File: src/rtl/regfile_arb_pkg.sv
// Shared types and constants for the register-file write arbiter.
// The FSM encoding is exported so checkers can bind to the debug state port.
package regfile_arb_pkg;

   localparam int NUM_REQ = 3;
   localparam int DEF_N   = 32;
   localparam int DEF_AW  = 4;

   typedef enum logic [1:0] {
      IDLE  = 2'd0,
      WRITE = 2'd1,
      ACK   = 2'd2
   } arb_state_t;

   // Requester index that follows i in the 0 -> 1 -> 2 -> 0 rotation.
   function automatic logic [1:0] rr_next(input logic [1:0] i);
      return (i >= 2'd2) ? 2'd0 : i + 2'd1;
   endfunction

endpackage

File: src/rtl/rr_pick.sv
// Combinational round-robin picker: first asserted request found when
// searching from ptr upwards with wrap 2 -> 0.
module rr_pick
   import regfile_arb_pkg::*;
(
   input  logic [2:0] req,
   input  logic [1:0] ptr,
   output logic       valid,
   output logic [1:0] idx
);

   logic [1:0] cand0;
   logic [1:0] cand1;
   logic [1:0] cand2;

   // An out-of-range pointer is treated as 0 so the search order stays defined.
   assign cand0 = (ptr == 2'd3) ? 2'd0 : ptr;
   assign cand1 = rr_next(cand0);
   assign cand2 = rr_next(cand1);

   always_comb begin
      valid = 1'b0;
      idx   = 2'd0;
      if (req[cand0]) begin
         valid = 1'b1;
         idx   = cand0;
      end else if (req[cand1]) begin
         valid = 1'b1;
         idx   = cand1;
      end else if (req[cand2]) begin
         valid = 1'b1;
         idx   = cand2;
      end
   end

endmodule

File: src/rtl/regfile_write_arbiter.sv
// Sequences the ALU, multiplier and load writebacks onto a single
// register-file write port with a four-phase req/ack handshake per requester.
module regfile_write_arbiter
   import regfile_arb_pkg::*;
#(
   parameter int N       = DEF_N,
   parameter int AW      = DEF_AW,
   parameter int NUM_REQ = regfile_arb_pkg::NUM_REQ
) (
   input  logic                  clk,
   input  logic                  rst_n,
   input  logic [NUM_REQ-1:0]    req,
   input  logic [NUM_REQ*AW-1:0] req_addr,
   input  logic [NUM_REQ*N-1:0]  req_data,
   output logic [NUM_REQ-1:0]    ack,
   output logic                  wr_en,
   output logic [AW-1:0]         wr_addr,
   output logic [N-1:0]          wr_data,
   output logic                  busy,
   output logic [1:0]            grant_id,
   output arb_state_t            dbg_state_o
);

   // Handshake: a requester raises req[i] with addr/data and holds req until
   // ack[i] is seen; it then drops req, ack falls one cycle after req is
   // sampled low, and req may only be raised again once ack is low.

   arb_state_t           state_q, state_d;
   logic [1:0]           ptr_q, ptr_d;
   logic [1:0]           grant_q, grant_d;
   logic [AW-1:0]        addr_q, addr_d;
   logic [N-1:0]         data_q, data_d;
   logic                 wr_en_q, wr_en_d;
   logic [NUM_REQ-1:0]   ack_q, ack_d;

   logic                 pick_valid;
   logic [1:0]           pick_idx;

   rr_pick u_rr_pick (
      .req   (req),
      .ptr   (ptr_q),
      .valid (pick_valid),
      .idx   (pick_idx)
   );

   always_ff @(posedge clk or negedge rst_n) begin
      if (!rst_n) begin
         state_q <= IDLE;
         ptr_q   <= 2'd0;
         grant_q <= 2'd0;
         addr_q  <= '0;
         data_q  <= '0;
         wr_en_q <= 1'b0;
         ack_q   <= '0;
      end else begin
         state_q <= state_d;
         ptr_q   <= ptr_d;
         grant_q <= grant_d;
         addr_q  <= addr_d;
         data_q  <= data_d;
         wr_en_q <= wr_en_d;
         ack_q   <= ack_d;
      end
   end

   always_comb begin
      state_d = state_q;
      ptr_d   = ptr_q;
      grant_d = grant_q;
      addr_d  = addr_q;
      data_d  = data_q;
      wr_en_d = 1'b0;
      ack_d   = ack_q;
      case (state_q)
         IDLE: begin
            // Address and data are frozen here; later changes on the bus are ignored.
            if (pick_valid) begin
               grant_d = pick_idx;
               addr_d  = req_addr[pick_idx*AW +: AW];
               data_d  = req_data[pick_idx*N +: N];
               wr_en_d = 1'b1;
               state_d = WRITE;
            end
         end
         WRITE: begin
            ack_d   = NUM_REQ'(1) << grant_q;
            state_d = ACK;
         end
         ACK: begin
            if (!req[grant_q]) begin
               ack_d   = '0;
               ptr_d   = rr_next(grant_q);
               state_d = IDLE;
            end
         end
         default: begin
            ack_d   = '0;
            state_d = IDLE;
         end
      endcase
   end

   assign ack         = ack_q;
   assign wr_en       = wr_en_q;
   assign wr_addr     = addr_q;
   assign wr_data     = data_q;
   assign busy        = (state_q != IDLE);
   assign grant_id    = grant_q;
   assign dbg_state_o = state_q;

endmodule

File: config.mk
export PLATFORM = sky130hd
export DESIGN_NAME = regfile_write_arbiter
export DESIGN_NICKNAME = d
export VERILOG_FILES = /design/src/rtl/regfile_arb_pkg.sv /design/src/rtl/rr_pick.sv /design/src/rtl/regfile_write_arbiter.sv
export SDC_FILE = /design/constraint.sdc
export NUM_CORES = 1
export LEC_CHECK = 0
export ABC_CLOCK_PERIOD_IN_PS = 5400
export CORE_ASPECT_RATIO = 0.7
export CORE_MARGIN = 2
export CORE_UTILIZATION = 35
export DETAILED_ROUTE_END_ITERATION = 16
export DONT_BUFFER_PORTS = 1
export GPL_TIMING_DRIVEN = 1
export PLACE_DENSITY = 0.61
export REMOVE_ABC_BUFFERS = 1
export SLEW_MARGIN = 10
export SYNTH_ARGS = -nofsm -noshare
export SYNTH_HDL_FRONTEND = slang
export SYNTH_SLANG_ARGS = --single-unit
File: constraint.sdc
create_clock -name clk -period 5.4 [get_ports clk]
set_input_delay 0.54 -clock clk [delete_from_list [all_inputs] [get_ports clk]]
set_output_delay 0.54 -clock clk [all_outputs]
set_load 0.02 [all_outputs]
==> impl_metrics.json <==
{
  "crit_type": "reg -> reg",
  "post_cts_resized": 0,
  "yosysUniqueCellTypes": 42,
  "leakagePower_nw": 1.14,
  "cp-end-kind": "flop",
  "report.final.slew_viol_count": 0,
  "num_rows": 28,
  "htree_levels": 2,
  "ir_drop_mv": 0.295,
  "crit_path_max_incr_delay_ns": 0.77,
  "drt_wl_total_um": 9820,
  "cts.sinks": 46,
  "yosysSeqAreaShare": 0.377,
  "r2r_cells": 8,
  "setup_violations": 0,
  "multi_input_area_mm2": 0.00169,
  "finalHoldViolCount": 0,
  "yosys_warnings": 0,
  "r2r-start": "ptr_q[0]",
  "clockRootBuffer": "clkbuf_16",
  "dp_hpwl_um": 6400,
  "clock-skew-final_ns": 0.00481,
  "path_clk_slew_ns": 0.06,
  "wl_per_cell_um": 23.3,
  "hold_path.class": "in -> async",
  "die_area_mm2": 0.00949,
  "reg2reg_to": "grant_id[0]",
  "dr.pass1.iters": 4,
  "crit_path_top_delay_cell": "a21oi_4",
  "synth_cells": 327,
  "final_area_mm2": 0.00323,
  "io_pins": 158,
  "dp.cells": 413,
  "vias_per_cell": 6.77,
  "postPlaceCellArea_mm2": 0.00306,
  "worstMarginPinSlew_ns": 1.14,
  "drt_iter0_drc": 164,
  "hold_buffers": 1,
  "crit_arrival_ns": 3.48,
  "drive_above_1_share": 0.129,
  "maxSlewHeadroom": 0.237,
  "crit_chain": "inv_1, ha_1, a221o_1, a211o_1, a21oi_4, or2_4, inv_2, mux2_4",
  "core_area_mm2": 0.00844,
  "grt-ovfl-total": 0,
  "drv_cap": 0,
  "fmax_mhz": 302,
  "post-route-util": 0.383,
  "fp.dieH_um": 82.1,
  "power.density_mw_per_mm2": 838,
  "drc": 0,
  "critPathLaunchType": "flop",
  "globalplace.congestion": 0.746,
  "cts_buffer_depth": 2,
  "period_needed_ns": 3.31,
  "finalSetupTns_ns": 0,
  "outcome": "finished, final reports clean",
  "cts_made_buffers": 5,
  "instances_no_fill": 422,
  "fillers": 836,
  "cts_tree": "yes",
  "postCtsSetupBuffers": 0,
  "dieWidth_um": 116,
  "grt_max_degree": 47,
  "drtAntennaViolNets": 0,
  "clkLatencyLatePin_ns": 0.28,
  "antenna_found_initial": 0,
  "crit_fanout": 39,
  "initial_core_util": 0.361,
  "diodes": 0,
  "rsz0062_at_grt": "no",
  "first_global_vias": 2873,
  "critPathLaunch": "ptr_q[0]",
  "whs_ns": 0.0953,
  "seqCellArea_mm2": 0.00115,
  "ys_ff_latch": 46,
  "r2r_slack_ns": 2.09,
  "areaGrowthSynthToFinish_pct": 5.91,
  "layout.nets": 417,
  "io_buffers": 0,
  "postSynthAreaPerCell_um2": 9.33,
  "required_ns": 5.57,
  "finalCritPeriodShare": 0.614,
  "vias": 2855,
  "grtUsageTotal": 0.205,
  "grt_pass1_wl_um": 15100,
  "syn_area_mm2": 0.00305
}
-- Yosys cell counts (all sizes together) --
cell type	count	area (um^2)
mux2	5	60.1
o21a	2	15.0
a211o	1	8.76
or3b	1	8.76
nor2	2	7.51
o21ai	40	204
nand4b	1	8.76
nor4	36	225
dfrtp	46	1150
o2bb2ai	3	26.3
and3b	1	8.76
o22ai	36	225
a221o	1	10.0
buf	29	173
mux2i	4	40.0
clkbuf	11	41.3
o41ai	36	420
nand2	4	15.0
nor3	36	180
o211ai	1	7.51
nor2b	4	25.0
nand2b	5	31.3
nand3	1	5.00
a21boi	1	7.51
a31oi	2	18.8
o31ai	1	7.51
nor3b	1	7.51
a21oi	2	17.5
inv	6	22.5
and2	2	12.5
ha	3	37.5
or2	3	21.3
-- cell usage in the layout (no fill, tap or decap), types with 2 or more instances in the layout --
cell and n:
o21ai_1 4, inv_1 5, o22ai_1 36, clkbuf_16 5, o41ai_1 22, o21a_1 2
or2_1 2, buf_4 6, ha_1 3, nand2b_1 5, nor3_1 36, o41ai_2 14
nand2_1 4, nor2b_1 4, nor2_1 2, nor4_1 36, dfrtp_1 46, o21ai_0 35
mux2_2 3, o2bb2ai_1 3, mux2i_1 4, and2_1 2
-- critical path, delay by kind of cell, from the launching register on --
kind | cells | cell delay [ns]
simple gates | 1 | 0.66
fa+ha+maj | 1 | 0.37
flops | 1 | 0.40
compound gates | 3 | 1.33
buf+inv | 2 | 0.14
mux | 1 | 0.31
-- layer usage --
metal	global-route usage	vias to the layer above	share of wire
met2	0.330	154	0.45
met4	0.0422	0	0.0061
met3	0.0708	7	0.098
li1	-	1263	-
met5	0	-	0
met1	0.270	1431	0.45
-- cell type report --
class,count,share of cell area
clock buffers,7,0.0442
flip-flops and latches,46,0.356
clock inverters,1,0.00155
well taps,120,0.0465
repair buffers,7,0.0225
inverters,6,0.00697
multi-input cells,235,0.522
-- worst max path at each step --
stage | to | cells after the start
floorplan | grant_id[0] | 8
global placement | grant_id[0] | 8
detailed placement | grant_id[0] | 8
CTS | grant_id[0] | 8
global route | grant_id[0] | 8
finish | grant_id[0] | 8
-- sequential cells by signal (all words and copies together), names as in the netlist --
| signal | flops |
|---|---|
| wr_en | 1 |
| ack | 3 |
| dbg_state_o | 2 |
| wr_addr | 4 |
| grant_id | 2 |
| wr_data | 32 |
| ptr_q | 2 |
-- power breakdown --
part | total [W] | internal (W) | switching, W
registers | 0.000881 | 0.000533 | 0.000349
clock network | 0.000313 | 0.000184 | 0.000129
logic | 0.00151 | 0.000530 | 0.000981
-- through the flow --
| step | setup WS (ns) | total power, W |
|---|---|---|
| after floorplan | 2.48 | 0.00192 |
| after global placement | 2.19 | 0.00235 |
| after detailed placement | 2.08 | 0.00239 |
| after CTS | 2.08 | 0.00272 |
| after global routing | 1.93 | 0.00291 |
| final | 2.09 | 0.00271 |
-- logic make-up after synthesis --
group           Yosys count  synth area share
simple gates             97             0.183
mux                       9            0.0328
buf+inv                  46            0.0775
fa+ha+maj                 3            0.0123
compound gates          126             0.317
flops                    46             0.377
Note: power is estimated with default switching activity, not from simulation.
